## src/rtl/ads8864_ctrl.sv

```systemverilog
`default_nettype none
// ============================================================================
// Module   : ads8864_ctrl
// Purpose  : Conversion and serial-readout sequencer for one ADS8864 16-bit
//            SAR ADC. Pulses AD_CNVST, then clocks the result out of AD_SDOUT
//            (MSB first) and presents it as a parallel word with a one-cycle
//            valid strobe. Supports back-to-back continuous acquisition.
// Options  : ADS8864_BUSY_IND_EN - end the conversion on the ADC busy
//            indicator (AD_SDOUT low) instead of a fixed wait, with timeout.
// Revision : 1.0 - initial release
// ============================================================================
module ads8864_ctrl #(
    parameter int CLK_DIV        = 2,
    parameter int CONV_CYCLES    = 140,
    parameter int DATA_BITS      = 16,
    parameter int TIMEOUT_CYCLES = 280
) (
    input  logic        SYSCLK,
    input  logic        RESET,
    input  logic        START,
    input  logic        CONT,
    output logic        AD_CNVST,
    output logic        AD_SCLK,
    input  logic        AD_SDOUT,
    output logic [15:0] DATA,
    output logic        DATA_VALID,
    output logic        BUSY,
    output logic [15:0] SAMPLE_CNT,
    output logic        TIMEOUT
);

    typedef enum logic [1:0] {
        S_IDLE = 2'd0,
        S_CONV = 2'd1,
        S_READ = 2'd2,
        S_DONE = 2'd3
    } state_t;

    // Reload value for the SCLK half-period counter and index of the last bit.
    localparam logic [15:0] DIV_LOAD = 16'(CLK_DIV - 1);
    localparam logic [4:0]  LAST_BIT = 5'(DATA_BITS - 1);

`ifdef ADS8864_BUSY_IND_EN
    // Conversion counter counts up from zero; TO_LAST is its value on the
    // final permitted conversion cycle.
    localparam logic [15:0] CONV_LOAD = 16'd0;
    localparam logic [15:0] TO_LAST   = 16'(TIMEOUT_CYCLES - 1);
    logic timeout_q;
`else
    // Conversion counter counts down to zero over exactly CONV_CYCLES cycles.
    localparam logic [15:0] CONV_LOAD = 16'(CONV_CYCLES - 1);
`endif

    state_t      state;
    logic [15:0] conv_cnt;
    logic [15:0] div_cnt;
    logic [4:0]  bit_cnt;
    logic [15:0] shift_reg;

    // Main sequencer: state, pin drive, serial capture and sample publishing.
    always_ff @(posedge SYSCLK) begin
        if (RESET) begin
            state      <= S_IDLE;
            AD_CNVST   <= 1'b0;
            AD_SCLK    <= 1'b0;
            DATA       <= 16'd0;
            DATA_VALID <= 1'b0;
            BUSY       <= 1'b0;
            SAMPLE_CNT <= 16'd0;
            conv_cnt   <= 16'd0;
            div_cnt    <= 16'd0;
            bit_cnt    <= 5'd0;
            shift_reg  <= 16'd0;
`ifdef ADS8864_BUSY_IND_EN
            timeout_q  <= 1'b0;
`endif
        end else begin
            DATA_VALID <= 1'b0;
`ifdef ADS8864_BUSY_IND_EN
            timeout_q  <= 1'b0;
`endif
            case (state)
                S_IDLE: begin
                    if (START) begin
                        state    <= S_CONV;
                        AD_CNVST <= 1'b1;
                        BUSY     <= 1'b1;
                        conv_cnt <= CONV_LOAD;
                    end
                end

                S_CONV: begin
`ifdef ADS8864_BUSY_IND_EN
                    // ADC signals end of conversion by pulling SDOUT low;
                    // ignore the first cycle while the pin settles.
                    if ((conv_cnt != 16'd0) && !AD_SDOUT) begin
                        state     <= S_READ;
                        AD_CNVST  <= 1'b0;
                        AD_SCLK   <= 1'b0;
                        div_cnt   <= DIV_LOAD;
                        bit_cnt   <= 5'd0;
                        shift_reg <= 16'd0;
                    end else if (conv_cnt == TO_LAST) begin
                        state     <= S_IDLE;
                        AD_CNVST  <= 1'b0;
                        BUSY      <= 1'b0;
                        timeout_q <= 1'b1;
                    end else begin
                        conv_cnt <= conv_cnt + 16'd1;
                    end
`else
                    if (conv_cnt == 16'd0) begin
                        state     <= S_READ;
                        AD_CNVST  <= 1'b0;
                        AD_SCLK   <= 1'b0;
                        div_cnt   <= DIV_LOAD;
                        bit_cnt   <= 5'd0;
                        shift_reg <= 16'd0;
                    end else begin
                        conv_cnt <= conv_cnt - 16'd1;
                    end
`endif
                end

                S_READ: begin
                    if (div_cnt != 16'd0) begin
                        div_cnt <= div_cnt - 16'd1;
                    end else begin
                        div_cnt <= DIV_LOAD;
                        if (!AD_SCLK) begin
                            // Rising SCLK edge: data has been stable since
                            // the previous falling edge, capture it now.
                            AD_SCLK   <= 1'b1;
                            shift_reg <= {shift_reg[14:0], AD_SDOUT};
                        end else begin
                            AD_SCLK <= 1'b0;
                            if (bit_cnt == LAST_BIT) begin
                                state      <= S_DONE;
                                DATA       <= shift_reg;
                                DATA_VALID <= 1'b1;
                                SAMPLE_CNT <= SAMPLE_CNT + 16'd1;
                            end else begin
                                bit_cnt <= bit_cnt + 5'd1;
                            end
                        end
                    end
                end

                S_DONE: begin
                    if (CONT) begin
                        state    <= S_CONV;
                        AD_CNVST <= 1'b1;
                        conv_cnt <= CONV_LOAD;
                    end else begin
                        state <= S_IDLE;
                        BUSY  <= 1'b0;
                    end
                end

                default: state <= S_IDLE;
            endcase
        end
    end

`ifdef ADS8864_BUSY_IND_EN
    assign TIMEOUT = timeout_q;
`else
    // No busy-indicator wait, so no timeout; TIMEOUT_CYCLES is never
    // negative, making this a constant 0.
    assign TIMEOUT = (TIMEOUT_CYCLES < 0);
`endif

endmodule
`default_nettype wire

```

## config.mk

```make
export PLATFORM = sky130hd
export DESIGN_NAME = ads8864_ctrl
export DESIGN_NICKNAME = d
export VERILOG_FILES = /design/src/rtl/ads8864_ctrl.sv
export SDC_FILE = /design/constraint.sdc
export NUM_CORES = 1
export LEC_CHECK = 0
export BUFFER_PORTS_ARGS = -buffer_cell sky130_fd_sc_hd__buf_2
export CORE_ASPECT_RATIO = 0.5
export CORE_UTILIZATION = 60
export CTS_BUF_LIST = sky130_fd_sc_hd__clkbuf_4 sky130_fd_sc_hd__clkbuf_8
export DETAILED_ROUTE_END_ITERATION = 12
export GPL_TIMING_DRIVEN = 0
export PLACE_DENSITY = 0.86
export SYNTH_ARGS = -nofsm -noshare
export SYNTH_HDL_FRONTEND = slang
export SYNTH_SLANG_ARGS = --single-unit
```

## constraint.sdc

```tcl
create_clock -name SYSCLK -period 2.7 [get_ports SYSCLK]
set_input_delay 0.405 -clock SYSCLK [delete_from_list [all_inputs] [get_ports SYSCLK]]
set_output_delay 0.405 -clock SYSCLK [all_outputs]
set_load 0.02 [all_outputs]
```

Word level (Yosys, flattened, before mapping)
Index checks and enable logic that the tools add are counted.

Add/subtract/negate cells: 4. Multipliers: 0. Divide/modulo/power cells: 0. $lt $le $gt $ge: 0. Equal/unequal tests: 14. Shift operators: 0. Muxes and demuxes: 33. Bitwise gates (word level): 3. Reductions and logical operators: 16.

Operator list (number): 16-bit two-way mux (8); 16-bit one-hot mux with 2 select lines (2); 16-bit one-hot mux with 3 select lines (1); 16-bit by 1-bit subtractor with 16-bit output (second input constant) (2); 5-bit two-way mux (4); 2-bit inequality test (second input constant) (10); 16-bit by 1-bit adder with 16-bit output (second input constant) (1); 16-bit zero test (1); 4-bit AND reduction (4); 16-bit nonzero test (1); 2-bit two-way mux (5); 5-bit one-hot mux with 2 select lines (1); 5-bit AND reduction (2); 1-bit two-way mux (8); 2-bit one-hot mux with 4 select lines (1); 3-bit AND reduction (2); 5-bit by 1-bit adder with 5-bit output (second input constant) (1); 5-bit by 4-bit == test with 1-bit output (second input constant) (1); 2-bit == test (second input constant) (2); 1-bit one-hot mux with 2 select lines (2); 2-bit nonzero test (2); 4-bit OR reduction (1); 1-bit NOT (3); 1-bit one-hot mux with 3 select lines (1); 4 further kinds (4).

Bits in registers: 91. Bits in latches: 0. Bits in writable memories: 0. Bits in read-only memories: 0. Input port bits: 5. Output and inout port bits: 37. Memories: 0.

Logic depth before layout (Yosys ltp)
Gate-level depths: netlist (run 1).

Depth in word-level cells: 5. Gate-level depth with buffers: 9. Depth with buffers taken out: 8.

Least setup slack after synthesis (run 1)
OpenSTA, ideal clock, no wires.

Path type: register to register. Start point: reg div_cnt[0]. End point: reg SAMPLE_CNT[11]. Setup time: 0.070 ns. Arrival: 2.214 ns. Data required time: 2.630 ns. Path slack: 0.415 ns. Cell stages (with the launch flop): 9. Period minus slack after synthesis: 2.285 ns. Path through: dfxtp_1 inv_1 ha_1 nor4b_2 nand4_4 or4_1 buf_2 or3_1 a21oi_1.

Longest elaborated chain between the ends: 3.

RTL lines: start, declared (line 56) `logic [15:0] div_cnt;`; start signal, assigned (line 127) `div_cnt <= div_cnt - 16'd1;`; 16-bit nonzero test (line 126) `if (div_cnt != 16'd0) begin`; 1-bit NOT (no line); 4-bit AND reduction (no line); end signal, assigned (line 141) `SAMPLE_CNT <= SAMPLE_CNT + 16'd1;`; end, declared (line 28) `output logic [15:0] SAMPLE_CNT,`.

No other way between the ends. A chain may end at the register's enable or synchronous reset.

Worst setup path in the final report (run 1)
Ends and elaborated chain as after synthesis.

==> results of run 1 <==
-- worst max path at each step --
stage | startpoint | to | slack (ns)
floorplan | div_cnt[0] | SAMPLE_CNT[11] | 0.42
global placement | state[0] | div_cnt[12] | -0.02
detailed placement | state[0] | div_cnt[12] | -0.09
CTS | div_cnt[0] | DATA[9] | 0.01
global route | div_cnt[0] | SAMPLE_CNT[9] | 0.03
finish | div_cnt[0] | SAMPLE_CNT[11] | 0.16
-- area by class of cell --
cell class	count	area share [%]
Buffer	20	1.80
Clock buffer	10	2.78
Clock inverter	5	1.85
Inverter	15	1.19
Multi-Input combinational cell	343	46.9
Sequential cell	91	38.6
Tap cell	92	2.44
Timing Repair Buffer	41	4.45
-- worst min-delay path, cell delays in order --
cell and delay [ns]:
buf_2 0.09, mux2i_1 0.06, nor2_1 0.07
-- synthesized netlist by cell type (11+ instances only) --
cell type,n
a21oi_1,38
clkbuf_1,15
dfxtp_1,91
ha_1,11
inv_1,15
nand2_1,48
nand3_1,12
nand4_1,12
nor2_1,53
nor4_1,11
o21ai_0,14
xnor2_1,14
xor2_1,16
-- per-layer routing --
metal	share of wire (%)	routed length [um]	global-route usage, %
met5	0	0	0
met4	2.1	190	10.9
met3	5.1	462	7.99
met2	45	4040	41.2
met1	48	4280	32.1
-- placed cells by master (no fill, tap or decap), types with 5 or more instances in the layout --
cell type | synthesis | layout
dfxtp_1 | 91 | 91
nor3_1 | 8 | 8
o31ai_1 | 7 | 7
nand2_1 | 48 | 48
nand4_1 | 12 | 12
a211oi_1 | 5 | 5
a22o_1 | 10 | 10
nor2_1 | 53 | 51
mux2i_1 | 6 | 6
xor2_1 | 16 | 16
nor4_1 | 11 | 11
clkbuf_8 | 0 | 9
buf_2 | 4 | 43
or4_1 | 9 | 9
or3_1 | 7 | 7
o21ai_0 | 14 | 14
nand3_1 | 12 | 12
nand2b_1 | 6 | 6
clkbuf_1 | 15 | 13
inv_1 | 15 | 15
a21oi_1 | 38 | 38
xnor2_1 | 14 | 14
ha_1 | 11 | 11
-- where the power goes --
part	switching, mW	total, mW	internal [mW]	leakage, nW
Clock	0.495	1.03	0.534	0.108
Combinational	1.92	3.10	1.18	0.947
Sequential	0.318	1.90	1.58	0.737
Total	2.73	6.03	3.30	1.79
-- logic make-up after synthesis --
group           Yosys count  share of synthesized area (%)
simple gates            196                           25.7
compound gates           99                           15.9
flops                    91                           43.8
buf+inv                  36                           3.46
xor+xnor                 30                           6.32
fa+ha+maj                11                           3.31
mux                       6                           1.44
other cells               1                         0.0902
-- what timing repair did --
item | 4_1_cts | 5_1_grt
resized for setup | 1 | 5
hold endpoints to repair | 0 | 0
endpoints found under the setup margin | 19 | 39
gates cloned | 0 | 0
pin swaps | 0 | 0
setup buffers | 2 | 0
==> metrics.csv, run 1 <==
metric,value,unit
status,"complete, no violations",
Die X-Extent,120,um
RSZ-0062 raised after global routing,no,
post-DR vias/cell,5.82,
Final Hold Vio Count,0,
routed len/inst,14.6,um
CP top delay family,simple AND/OR/NAND/NOR gates,
first-pass GRT wire length,14200,um
worst hold path cell count,3,
initial core utilization,62.1,%
gr usage total,25.4,%
hold path startpoint,AD_SDOUT,
max_cap viols,0,
DR iter-0 viols,220,
period utilization,94.1,%
port bufs,39,
Multi-input gate area,2220,um^2
clock skew,0.00768,ns
Placer Congestion,0.833,
crit path cell chain,inv_1 > ha_1 > nor4b_4 > nand4_4 > or4_1 > buf_2 > or3_1 > a21oi_1,
Final WS setup,0.160,ns
Clock Path Buffers,2,
vias in the first global route,3115,
Syn Nets,486,
CP Class,reg2reg,
CTS tree,yes,
total power,6.03,mW
Finished Core Util,70.5,%
final setup fails,0,
Core Area,6700,um^2
DPL Wire Length,6250,um
max-slew violations,0,
VDD IR max,0.680,mV
H-tree Lvls,3,
Cells after DPL,601,
largest net degree at the start of global routing,16,
total gr overflow,0,
Syn Area/Cell,8.85,um^2
Worst R2R Start,div_cnt[0],
final WL,8980,um
Die ar.,7290,um^2
CP Depth,8,
DR pass1 iterations,4,
Worst Path Max Fanout,9,
CP startpoint kind,flop,
min-delay worst type,in2reg,
Lkg Pwr,1.79,nW
setup TNS,0,ns
worst hold endpoint,shift_reg[0],
n_diodes,0,
Area contributors post-synth,"dfxtp_1, nor2_1, a21oi_1, nand2_1, xor2_1",
Period minus WS final,2.54,ns
root buffer cell,clkbuf_8,
FF-to-FF End,SAMPLE_CNT[11],
Layout area overhead,13.6,%
Worst Tran Pin Value,0.747,ns
Critical Path End Type,flop,
Via Count,3589,
fmax,394,MHz
"EDFF count, synth",0,
clock latency on the worst-skew pair,0.38,ns
R2R setup slack,0.16,ns
share of layout cells above drive strength 1,14.9,%
post-synthesis cell type count,57,
Post-synth ARST share,0,%
post-place instance area,4470,um^2
TritonCTS Buffers,9,
crit path DAT,2.84,ns
Final Cell Area,4720,um^2
Critical Path Max Stage Delay,0.56,ns
CP Data Required Time,3.00,ns
pre-CTS WS,-0.0938,ns
die height,60.9,um
top cell type's share of synthesized area,43.8,%
CP max-delay cell,or4_1,
I/O pins,42,
sequential fraction of the synthesis area,43.8,%
non-filler instance count after layout,617,
hold_buf cts,0,
Cell Rows,21,
register area,1820,um^2
Post-Synthesis Cells,470,
Most used DFF post-synth,dfxtp_1,
clk slew on worst S/H paths,0.09,ns
Min Hold Slack,0.290,ns
initial antenna violation count,0,
synthesis warning total,0,
final net count,537,
DRC viols,0,
clk sinks,91,
post-synth top area cell,dfxtp_1,
Slew HR,49.8,%
Yosys reg bits,91,
Post-Syn Area,4160,um^2
worst-case reg-to-reg path depth,8,
Worst Path Buf+Inv,2,
power per cell area,1280,nW/um^2
"antenna viol nets, final",0,
Fillers,552,
Power figures use the tool's default switching activity.
==> run 2: changes to the inputs <==
--- a/config.mk
+++ b/config.mk
@@ -7,11 +7,12 @@
 export LEC_CHECK = 0
 export BUFFER_PORTS_ARGS = -buffer_cell sky130_fd_sc_hd__buf_2
 export CORE_ASPECT_RATIO = 0.5
-export CORE_UTILIZATION = 60
+export CORE_UTILIZATION = 55
 export CTS_BUF_LIST = sky130_fd_sc_hd__clkbuf_4 sky130_fd_sc_hd__clkbuf_8
 export DETAILED_ROUTE_END_ITERATION = 12
+export GPL_ROUTABILITY_DRIVEN = 0
 export GPL_TIMING_DRIVEN = 0
-export PLACE_DENSITY = 0.86
+export PLACE_DENSITY = 0.83
 export SYNTH_ARGS = -nofsm -noshare
 export SYNTH_HDL_FRONTEND = slang
 export SYNTH_SLANG_ARGS = --single-unit
==> constraint.sdc (replaced) <==
create_clock -name SYSCLK -period 2.12 [get_ports SYSCLK]
set_input_delay 0.318 -clock SYSCLK [delete_from_list [all_inputs] [get_ports SYSCLK]]
set_output_delay 0.318 -clock SYSCLK [all_outputs]
set_load 0.02 [all_outputs]
==> metrics.csv, run 2 (synthesized netlist as in run 1, its figures left out) <==
metric,value,unit
Clock Path Buffers,2,
crit path launch,conv_cnt[1],
port bufs,39,
crit path DAT,2.55,ns
post-DR vias/cell,6.11,
CP Data Required Time,2.44,ns
DR iter-0 viols,304,
CP max-delay cell,a211o_4,
DR pass1 iterations,9,
CP top delay family,simple AND/OR/NAND/NOR gates,
clk slew on worst S/H paths,0.09,ns
Via Count,3928,
Worst Path Max Fanout,6,
power per cell area,1710,nW/um^2
routed len/inst,17.0,um
final net count,562,
die height,63.5,um
initial core utilization,59.5,%
Final WS setup,-0.109,ns
min-delay worst type,in2reg,
status,"complete, but fails checks",
Critical Path Max Stage Delay,0.45,ns
RSZ-0062 raised after global routing,yes,
pre-CTS WS,-0.482,ns
vias in the first global route,3583,
Final Cell Area,5250,um^2
n_diodes,0,
"antenna viol nets, final",0,
max_cap viols,0,
DPL Wire Length,6370,um
I/O pins,42,
Die ar.,7930,um^2
clk sinks,91,
gr usage total,26.8,%
fmax,449,MHz
Lkg Pwr,1.99,nW
largest net degree at the start of global routing,16,
clock latency on the worst-skew pair,0.38,ns
root buffer cell,clkbuf_8,
Final Hold Vio Count,0,
clock skew,0.0121,ns
DRC viols,4,
Slew HR,55.1,%
CP startpoint kind,flop,
share of layout cells above drive strength 1,28.1,%
Worst R2R Start,conv_cnt[1],
Worst Tran Pin Value,0.673,ns
"most common cell after layout, fill and taps aside",dfxtp_1,
max-slew violations,0,
Period minus WS final,2.23,ns
Die X-Extent,125,um
hold path startpoint,AD_SDOUT,
post-place instance area,4510,um^2
Worst Path Buf+Inv,2,
Cell Rows,21,
hold_buf cts,0,
Min Hold Slack,0.202,ns
VDD IR max,0.850,mV
Core Area,6990,um^2
crit path cell chain,inv_2 > ha_4 > nor4bb_4 > nand4_4 > a211o_4 > nor3_4 > buf_6 > a22o_1,
CTS tree,yes,
most frequent cells in the layout,"dfxtp_1, nor2_1, nand2_1",
Layout area overhead,26.2,%
first-pass GRT wire length,17000,um
H-tree Lvls,3,
total gr overflow,0,
Critical Path End Type,flop,
TritonCTS Buffers,9,
period utilization,105,%
CP Class,reg2reg,
initial antenna violation count,0,
final WL,11000,um
final setup fails,16,
setup TNS,-1.08,ns
failing checks,"DRC, setup timing",
==> run 2: changes by cell type in the layout (fill, tap and decap cells not counted), moves of 6 or more <==
cell	previous run	this run
clkbuf_1	13	7
buf_4	3	28
dfxtp_1	91	78
dfxtp_2	0	10
inv_1	15	9
==> run 2: where the power goes <==
group / internal [mW] / switching [mW] / leakage [nW]
clock: 0.633 / 0.644 / 0.111
sequential: 2.04 / 0.485 / 0.743
combinational: 2.16 / 3.00 / 1.13
total: 4.84 / 4.13 / 1.99
==> run 2: final timing paths <==
path | cells past startpoint | slack, ns | end
setup / recovery | 8 | -0.11 | shift_reg[8]
hold / removal | 3 | 0.20 | shift_reg[0]
setup reg to reg | 8 | -0.11 | shift_reg[8]
hold reg to reg | 2 | 0.46 | DATA[12]
==> run 2: tightest hold or removal path, stage by stage <==
cell	delay [ns]
buf_2	0.09
mux2i_1	0.07
nor2_1	0.08
==> run 2: per-layer routing <==
| metal | vias up | part of all wire, % | GRT usage (%) |
|---|---|---|---|
| li1 | 1847 | - | - |
| met1 | 1897 | 43 | 34.0 |
| met2 | 154 | 47 | 43.8 |
| met3 | 30 | 6.5 | 5.52 |
| met4 | 0 | 3.3 | 13.0 |
| met5 | - | 0 | 0 |
==> run 2: stage by stage <==
stage	utilization (%)	total power, mW	cells
finish	75.1	8.97	643
global route	75.1	9.45	643
CTS	72.3	8.31	633
detailed placement	64.5	6.34	601
global placement	64.5	6.21	601
floorplan	-	5.51	470
==> run 2: cell type report <==
| cell class | instances | area [um^2] |
|---|---|---|
| well taps | 92 | 115 |
| multi-input cells | 343 | 2480 |
| clock inverters | 4 | 56.3 |
| fillers | 459 | 1740 |
| plain buffers | 18 | 106 |
| repair buffers | 68 | 427 |
| inverters | 15 | 58.8 |
| clock buffers | 12 | 159 |
| flip-flops and latches | 91 | 1850 |
==> run 2: repair_timing <==
item	CTS	global route
setup buffers	16	12
gates resized for setup	48	43
pin swaps	12	27
cloned	1	0
setup endpoints to repair	76	61
